[config.mk]
export PLATFORM = sky130hd
export DESIGN_NAME = logic_reduce_pipe
export DESIGN_NICKNAME = d
export VERILOG_FILES = /design/src/rtl/logic_pkg.sv /design/src/rtl/reduce_half.sv /design/src/rtl/logic_reduce_pipe.sv
export SDC_FILE = /design/constraint.sdc
export NUM_CORES = 1
export LEC_CHECK = 0
export BUFFER_PORTS_ARGS = -buffer_cell sky130_fd_sc_hd__buf_4
export CELL_PAD_IN_SITES_DETAIL_PLACEMENT = 1
export CELL_PAD_IN_SITES_GLOBAL_PLACEMENT = 2
export CORE_ASPECT_RATIO = 0.9
export CORE_MARGIN = 3
export CORE_UTILIZATION = 35
export DETAILED_ROUTE_END_ITERATION = 10
export PLACE_DENSITY_LB_ADDON = 0.08
export RECOVER_POWER = 25
export REMOVE_ABC_BUFFERS = 1
export SETUP_SLACK_MARGIN = 0.4
export SLEW_MARGIN = 10
export SYNTH_ARGS = -nofsm -noshare
export SYNTH_HDL_FRONTEND = slang
export SYNTH_SLANG_ARGS = --single-unit
[constraint.sdc]
create_clock -name clk -period 4.1 [get_ports clk]
set_input_delay 0.41 -clock clk [delete_from_list [all_inputs] [get_ports clk]]
set_output_delay 0.41 -clock clk [all_outputs]
set_load 0.01 [all_outputs]
[src/rtl/logic_pkg.sv]
// rtl/logic_pkg.sv - op encodings and the per-bit reduce function shared by both pipeline stages
package logic_pkg;

    localparam logic [1:0] OP_OR  = 2'd0;
    localparam logic [1:0] OP_AND = 2'd1;
    localparam logic [1:0] OP_XOR = 2'd2;
    localparam logic [1:0] OP_NOR = 2'd3;

    function automatic logic reduce_op(input logic [1:0] op, input logic a, input logic b);
        logic r;
        case (op)
            OP_OR:   r = a | b;
            OP_AND:  r = a & b;
            OP_XOR:  r = a ^ b;
            default: r = ~(a | b);
        endcase
        return r;
    endfunction

endpackage

[src/rtl/reduce_half.sv]
// rtl/reduce_half.sv - combinational bitwise fold of N words with one op
// op_i must be OR, AND or XOR; folding NOR word by word would not be associative.
module reduce_half
    import logic_pkg::*;
#(
    parameter int WIDTH = 8,
    parameter int N     = 2
) (
    input  logic [1:0]         op_i,
    input  logic [N*WIDTH-1:0] data_i,
    output logic [WIDTH-1:0]   res_o
);

    logic [WIDTH-1:0] acc;
    logic [WIDTH-1:0] word;

    always_comb begin
        acc  = data_i[WIDTH-1:0];
        word = '0;
        for (int k = 1; k < N; k++) begin
            word = data_i[k*WIDTH +: WIDTH];
            for (int b = 0; b < WIDTH; b++) begin
                acc[b] = reduce_op(op_i, acc[b], word[b]);
            end
        end
    end

    assign res_o = acc;

endmodule

[src/rtl/logic_reduce_pipe.sv]
// rtl/logic_reduce_pipe.sv - two-stage elastic bitwise reducer with saturating result counter
module logic_reduce_pipe
    import logic_pkg::*;
#(
    parameter int WIDTH  = 8,
    parameter int NUM_IN = 4,
    parameter int CNT_W  = 16
) (
    input  logic                    clk,
    input  logic                    reset,
    input  logic                    in_valid,
    output logic                    in_ready,
    input  logic [NUM_IN*WIDTH-1:0] in_data,
    input  logic [1:0]              in_op,
    output logic                    out_valid,
    input  logic                    out_ready,
    output logic [WIDTH-1:0]        out_data,
    output logic [1:0]              out_op,
    output logic                    out_zero,
    output logic [CNT_W-1:0]        res_count
);

    localparam int HALF = NUM_IN / 2;

    if (NUM_IN < 2 || NUM_IN > 16 || (NUM_IN % 2) != 0) begin : g_bad_num_in
        $error("logic_reduce_pipe: NUM_IN must be even and within 2..16");
    end

    logic                 s1_valid_q, s2_valid_q;
    logic                 s1_ready, s2_ready;
    logic                 s1_load, s2_load;
    logic [1:0]           half_op;
    logic [WIDTH-1:0]     lo_d, hi_d, lo_q, hi_q;
    logic [1:0]           s1_op_q;
    logic [WIDTH-1:0]     out_data_d, out_data_q;
    logic [1:0]           out_op_q;
    logic                 out_zero_q;
    logic [CNT_W-1:0]     res_count_d, res_count_q;

    assign s2_ready = !s2_valid_q || out_ready;
    assign s1_ready = !s1_valid_q || s2_ready;
    assign in_ready = s1_ready;
    assign s1_load  = in_valid && s1_ready;
    assign s2_load  = s1_valid_q && s2_ready;

    // NOR is carried as OR through stage 1 and inverted once in stage 2.
    assign half_op = (in_op == OP_NOR) ? OP_OR : in_op;

    reduce_half #(.WIDTH(WIDTH), .N(HALF)) u_lo (
        .op_i   (half_op),
        .data_i (in_data[HALF*WIDTH-1:0]),
        .res_o  (lo_d)
    );

    reduce_half #(.WIDTH(WIDTH), .N(HALF)) u_hi (
        .op_i   (half_op),
        .data_i (in_data[NUM_IN*WIDTH-1 -: HALF*WIDTH]),
        .res_o  (hi_d)
    );

    always_comb begin
        out_data_d = '0;
        for (int b = 0; b < WIDTH; b++) begin
            out_data_d[b] = reduce_op(s1_op_q, lo_q[b], hi_q[b]);
        end
    end

    assign res_count_d = (res_count_q == {CNT_W{1'b1}}) ? res_count_q : res_count_q + 1'b1;

    always_ff @(posedge clk) begin
        if (reset) begin
            s1_valid_q  <= 1'b0;
            s2_valid_q  <= 1'b0;
            lo_q        <= '0;
            hi_q        <= '0;
            s1_op_q     <= OP_OR;
            out_data_q  <= '0;
            out_op_q    <= OP_OR;
            out_zero_q  <= 1'b1;
            res_count_q <= '0;
        end else begin
            if (s1_load) begin
                lo_q       <= lo_d;
                hi_q       <= hi_d;
                s1_op_q    <= in_op;
                s1_valid_q <= 1'b1;
            end else if (s2_ready) begin
                s1_valid_q <= 1'b0;
            end

            if (s2_load) begin
                out_data_q <= out_data_d;
                out_op_q   <= s1_op_q;
                out_zero_q <= (out_data_d == '0);
                s2_valid_q <= 1'b1;
            end else if (out_ready) begin
                s2_valid_q <= 1'b0;
            end

            if (s2_valid_q && out_ready) begin
                res_count_q <= res_count_d;
            end
        end
    end

    assign out_valid = s2_valid_q;
    assign out_data  = out_data_q;
    assign out_op    = out_op_q;
    assign out_zero  = out_zero_q;
    assign res_count = res_count_q;

endmodule

==> Yosys cells after proc, flatten, opt, wreduce, memory -nomap -nowiden <==
Index checks and enable logic that the tools add are counted.
{ "word_totals": {"in_bits": 38, "regBits": 47, "word_cells": 155, "output_inout_bits": 29} }
{ "op_classes": {"n_reduce_logical": 13, "eq_ne": 6, "add_sub_neg": 1, "bitwise_logic": 97, "muxes": 29} }
{ "ops": {"columns": ["op", "count"], "rows": [
  ["1-bit case mux with 3 select lines", 24],
  ["1-bit NOT", 25],
  ["1-bit bitwise AND", 24],
  ["1-bit bitwise OR", 24],
  ["1-bit XOR", 24],
  ["16-bit by 1-bit adder with 16-bit output, second input constant", 1],
  ["16-bit equality test, second input constant", 1],
  ["8-bit zero test", 1],
  ["2-bit equality test, second input constant", 3],
  ["2-bit by 1-bit equality test with 1-bit output, second input constant", 2],
  ["2-bit zero test", 2],
  ["1-bit 2-to-1 mux", 4],
  ["2-bit nonzero test", 2],
  ["1-bit logical AND", 3],
  ["1-bit zero test", 2],
  ["1-bit logical OR", 2],
  ["2-bit 2-to-1 mux", 1],
  ["2-bit AND reduction", 1]
]} }

==> Longest topological paths before layout <==
{ "logic_depth": {"depth_word": 5, "mapped_depth": 9, "mapped_depth_nobuf": 7} }

==> Hierarchy <==
From an unflattened synthesis, not the netlist that was laid out.
{ "hier_totals": {"cells_unflattened": 453, "hier_area_um2": 3608.5} }
{ "modules_own_cells": {"columns": ["mod", "instances", "area_per_inst_um2", "cells_per_inst", "seq_area_each_um2"], "rows": [
  ["logic_reduce_pipe", 1, 2474.9, 305, 940.9],
  ["reduce_half", 2, 566.8, 74, 0.0]
]} }

==> Least setup slack after synthesis <==
OpenSTA, ideal clock, no wires.
{ "synth_path": {"kind": "reg-to-reg", "from": "reg res_count_q[0] (netlist: res_count[0])", "to": "reg res_count_q[3] (netlist: res_count[3])", "required_time_ps": 3972, "period_less_slack_ps": 1700, "arrival_ps": 1573, "path_buffers": 1, "path_stages_with_launch": 8, "setup_ps": 128, "setup_slack_ps": 2400, "path_cell_list": "dfxtp_1 > ha_1 > nand3_1 > o41a_1 > buf_6 > nand4_1 > xor2_1 > nor2_1"} }
{ "synth_between": {"elab_chain_len": 3, "word_cells_on_any_way": 4, "cone_classes": "add/sub (1); eq/ne (1); bitwise (1); reduce/logical (1)"} }
{ "synth_rtl": {"columns": ["element", "line_no", "text"], "rows": [
  ["start, declared", "logic_reduce_pipe.sv:38", "logic [CNT_W-1:0] res_count_d, res_count_q;"],
  ["start signal, assigned", "logic_reduce_pipe.sv:101", "res_count_q <= res_count_d;"],
  ["branches (longest 3 deep; another with 16-bit by 1-bit adder with 16-bit output)", null, null]
]} }
Several ways; the timed one is not identified.
A chain may end at the register's enable or synchronous reset.

==> Worst setup path in the final report <==
{ "layout_path": {"from": "in in_op[1]", "to": "reg hi_q[2]"} }
{ "layout_between": {"elab_chain_len": 4, "word_cells_on_any_way": 6, "cone_classes": "eq/ne (3); mux (2); reduce/logical (1)"} }
{ "layout_rtl": {"columns": ["element", "line_no", "text"], "rows": [
  ["start, declared", "logic_reduce_pipe.sv:14", "input logic [1:0] in_op,"],
  ["2-bit equality test", "logic_reduce_pipe.sv:47", "assign half_op = (in_op == OP_NOR) ? OP_OR : in_op;"],
  ["2-bit 2-to-1 mux (*)", "logic_reduce_pipe.sv:47", null],
  ["2-bit equality test (tied with other cells)", "logic_pkg.sv:11", "case (op)"],
  ["1-bit case mux with 3 select lines (*)", "logic_pkg.sv:11", null],
  ["end signal, assigned", "logic_reduce_pipe.sv:84", "hi_q <= hi_d;"],
  ["end, declared", "logic_reduce_pipe.sv:33", "logic [WIDTH-1:0] lo_d, hi_d, lo_q, hi_q;"]
]} }
Every way passes the cells marked *; elsewhere a longest branch is shown, timed or not.

==> results.cfg <==
[finish]
final_net_count = 554
drive_above_1_share_pct = 14.8
final_cells = 587
antenna_cells = 0
area_growth_pct = 18.2

[clocking]
clock_latency_ps = 300
cts_hold_buf = 0
htree_num_levels = 2
cts_setup_buffers = 0
clk_path_buf_depth = 2
path_clk_slew_ps = 90
cts-root-buf = clkbuf_8
numCtsBuffers = 5
cts_tree = built
cts.sinks = 47
cts_resized = 0

[global_route]
antenna_found_initial = 0
grt_pass1_wl_um = 13800
grt_use_total_pct = 15.9
grt_pass1_vias = 2892
grt_overflow = 0
grt_max_degree = 48

[logic_synthesis]
yosysTopAreaCellShare_pct = 28.3
synthFlopType = dfxtp_1
syn_avg_cell_area_um2 = 8.04
synth_cell_type_count = 35
synthArstFlopShare_pct = 0
yosysWarningCount = 0
synthCells = 414
ys_ff_latch = 47
synth.most_common_cell = inv_1
synth_edf_count = 0
syn-cell-area_um2 = 3330
yosys-top-cells-count = 67 x inv_1, 57 x nor2_1, 52 x ha_1, 47 x dfxtp_1, 32 x a21oi_1
yosysTopAreaCell = dfxtp_1
synthTopCellsByArea = dfxtp_1 28%, ha_1 20%, inv_1 7.6%, nor2_1 6.4%, a211oi_1 5.4%
synth.yosys.seq_area_share_pct = 28.3

[floorplanning]
core_region_area_um2 = 9170
dieWidth_um = 109
die_area_um2 = 10700
std_cell_rows = 33
io_pins = 67
initial_core_util_pct = 36.3
die_y_um = 98.5

[worst_setup_path]
cp_max_fo = 32
worstSetupPathType = in -> reg
crit_arrival_ps = 2650
cp-start-kind = input port
worstPathRequired_ps = 4270
critPathCaptureType = flop

[power]
total_leakage_power_nw = 1.85
seqPwrFrac_pct = 44.1
p_sw_share_pct = 27.2
p_int_mw = 0.829
pwr-share-comb_pct = 20.4
vdd_drop_max_uv = 196
switching_power_mw = 0.311
clockPowerShare_pct = 35.6
power_density_nw_per_um2 = 290

[drt]
wl_per_cell_um = 14.1
drt_iter0_drc = 115
firstDrtPassIters = 4
vias_per_cell = 5.00
antenna_left = 0
drc_errors = 0
drt-total-wl_um = 8250
vias = 2936

[job]
cap_viol_max_count = 0

[status]
status = finished clean

[timing]
slew_violations = 0
fmax_mhz = 404
rsz0062_at_grt = false
worst_slew_pin_slew_ps = 1100
min_period_ps = 2480
finClkSkew_ps = 10.8
layout_worst_path_cycle_share_pct = 60.4
slew_headroom_pct = 26.2
setup_violations = 0
hold_violations = 0
tns_ps = 0

[place]
io_buffers = 66
dpl.hpwl_um = 6040
place.gp.congestion = 0.708
dp.cells = 579

[hold_path]
hp-class = in -> reg
[power groups by stage]
stage	registers [mW]	clock network, mW	logic, mW
after global placement	0.513	0	0.230
after detailed placement	0.514	0	0.239
after global routing	0.508	0.441	0.269
after floorplan	0.510	0	0.142
final	0.503	0.406	0.232
after CTS	0.504	0.422	0.242
[worst paths after layout]
path,startpoint,to,slack (ps),cells past startpoint
worst min register to register,out_op[1]$_SDFFE_PP0P_,out_op[1]$_SDFFE_PP0P_,460,2
worst max register to register,s1_op_q[1]$_SDFFE_PP0P_,out_zero$_SDFFE_PP1P_,2020,4
worst min-delay path,in_valid,s1_valid_q$_SDFFE_PP0P_,370,3
worst max-delay path,in_op[1],hi_q[2]$_SDFFE_PP0P_,1620,8
[per-stage QoR]
step | area (um2) | total power [mW] | setup WS (ps) | hold slack [ps] | util [%]
2_1_floorplan | 3210 | 0.652 | 2190 | 474 | -
3_3_place_gp | 3870 | 0.743 | 1380 | 446 | 42.2
3_5_place_dp | 3870 | 0.753 | 1280 | 455 | 42.2
4_1_cts | 4000 | 1.17 | 1620 | 361 | 43.6
5_1_grt | 3940 | 1.22 | 1340 | 370 | 42.9
6_report | 3940 | 1.14 | 1620 | 371 | 42.9
[cell usage in the layout (no fill, tap or decap)]
master     count
and3_2         1
and4_2         2
dfxtp_1       47
o211ai_1       1
nand3_1        5
nand4_4        1
mux2_2         7
nand3b_1       1
nor2_1        57
mux2i_1        2
ha_1          52
and3_1         2
nand2_1       16
nand4_1        6
inv_1         67
a222oi_1      16
xnor2_1        3
nor2b_1       16
buf_4         50
or3_1          1
xor2_1        10
and4b_1        1
o2111ai_1      3
o21ai_0        3
clkbuf_8       5
clkbuf_1      18
nand4b_1       1
nor3_1        10
a21oi_1       32
bufinv_16      2
and2_2         1
o41a_1         1
a211oi_1      24
nand2b_1       1
[layout make-up]
cell class	count	area [um2]
fill	1158	5230
tap	122	153
inverter	67	251
multi-input combinational	276	2020
timing repair buffer	67	439
clock inverter	2	60.1
clock buffer	6	72.6
sequential	47	941
[critical path, stage by stage]
cell and delay (ps):
buf_4 120, inv_1 50, ha_1 610, nand2_1 840, nor2_1 310, a211oi_1 80, a21oi_1 170, nor2_1 50
[sequential cells by signal, summed over array words and instances, names as in the netlist]
register and cells:
res_count 16, out_op 2, out_zero 1, out_data 8, hi_q 8, s1_valid_q 1
lo_q 8, out_valid 1, s1_op_q 2
[cell families (layout without fill, tap and decap cells)]
family	Yosys count	in the layout	synth area share (%)
XOR/XNOR	13	13	3.42
multiplexers	9	9	2.97
AO/OA/AOI/OAI	80	80	16.8
AND/OR/NAND/NOR	122	122	17.9
flip-flops	47	47	28.3
buffers and inverters	91	142	11.1
adder cells (fa/ha/maj)	52	52	19.5
[metal layers]
metal / vias to the layer above / global-route usage, % / part of all wire [%]
li1: 1498 / - / -
met2: 43 / 25.9 / 44
met1: 1391 / 22.1 / 52
met4: 0 / 3.01 / 0.56
met5: - / 0 / 0
met3: 4 / 2.75 / 3.2
(Power assumes the default switching activity.)
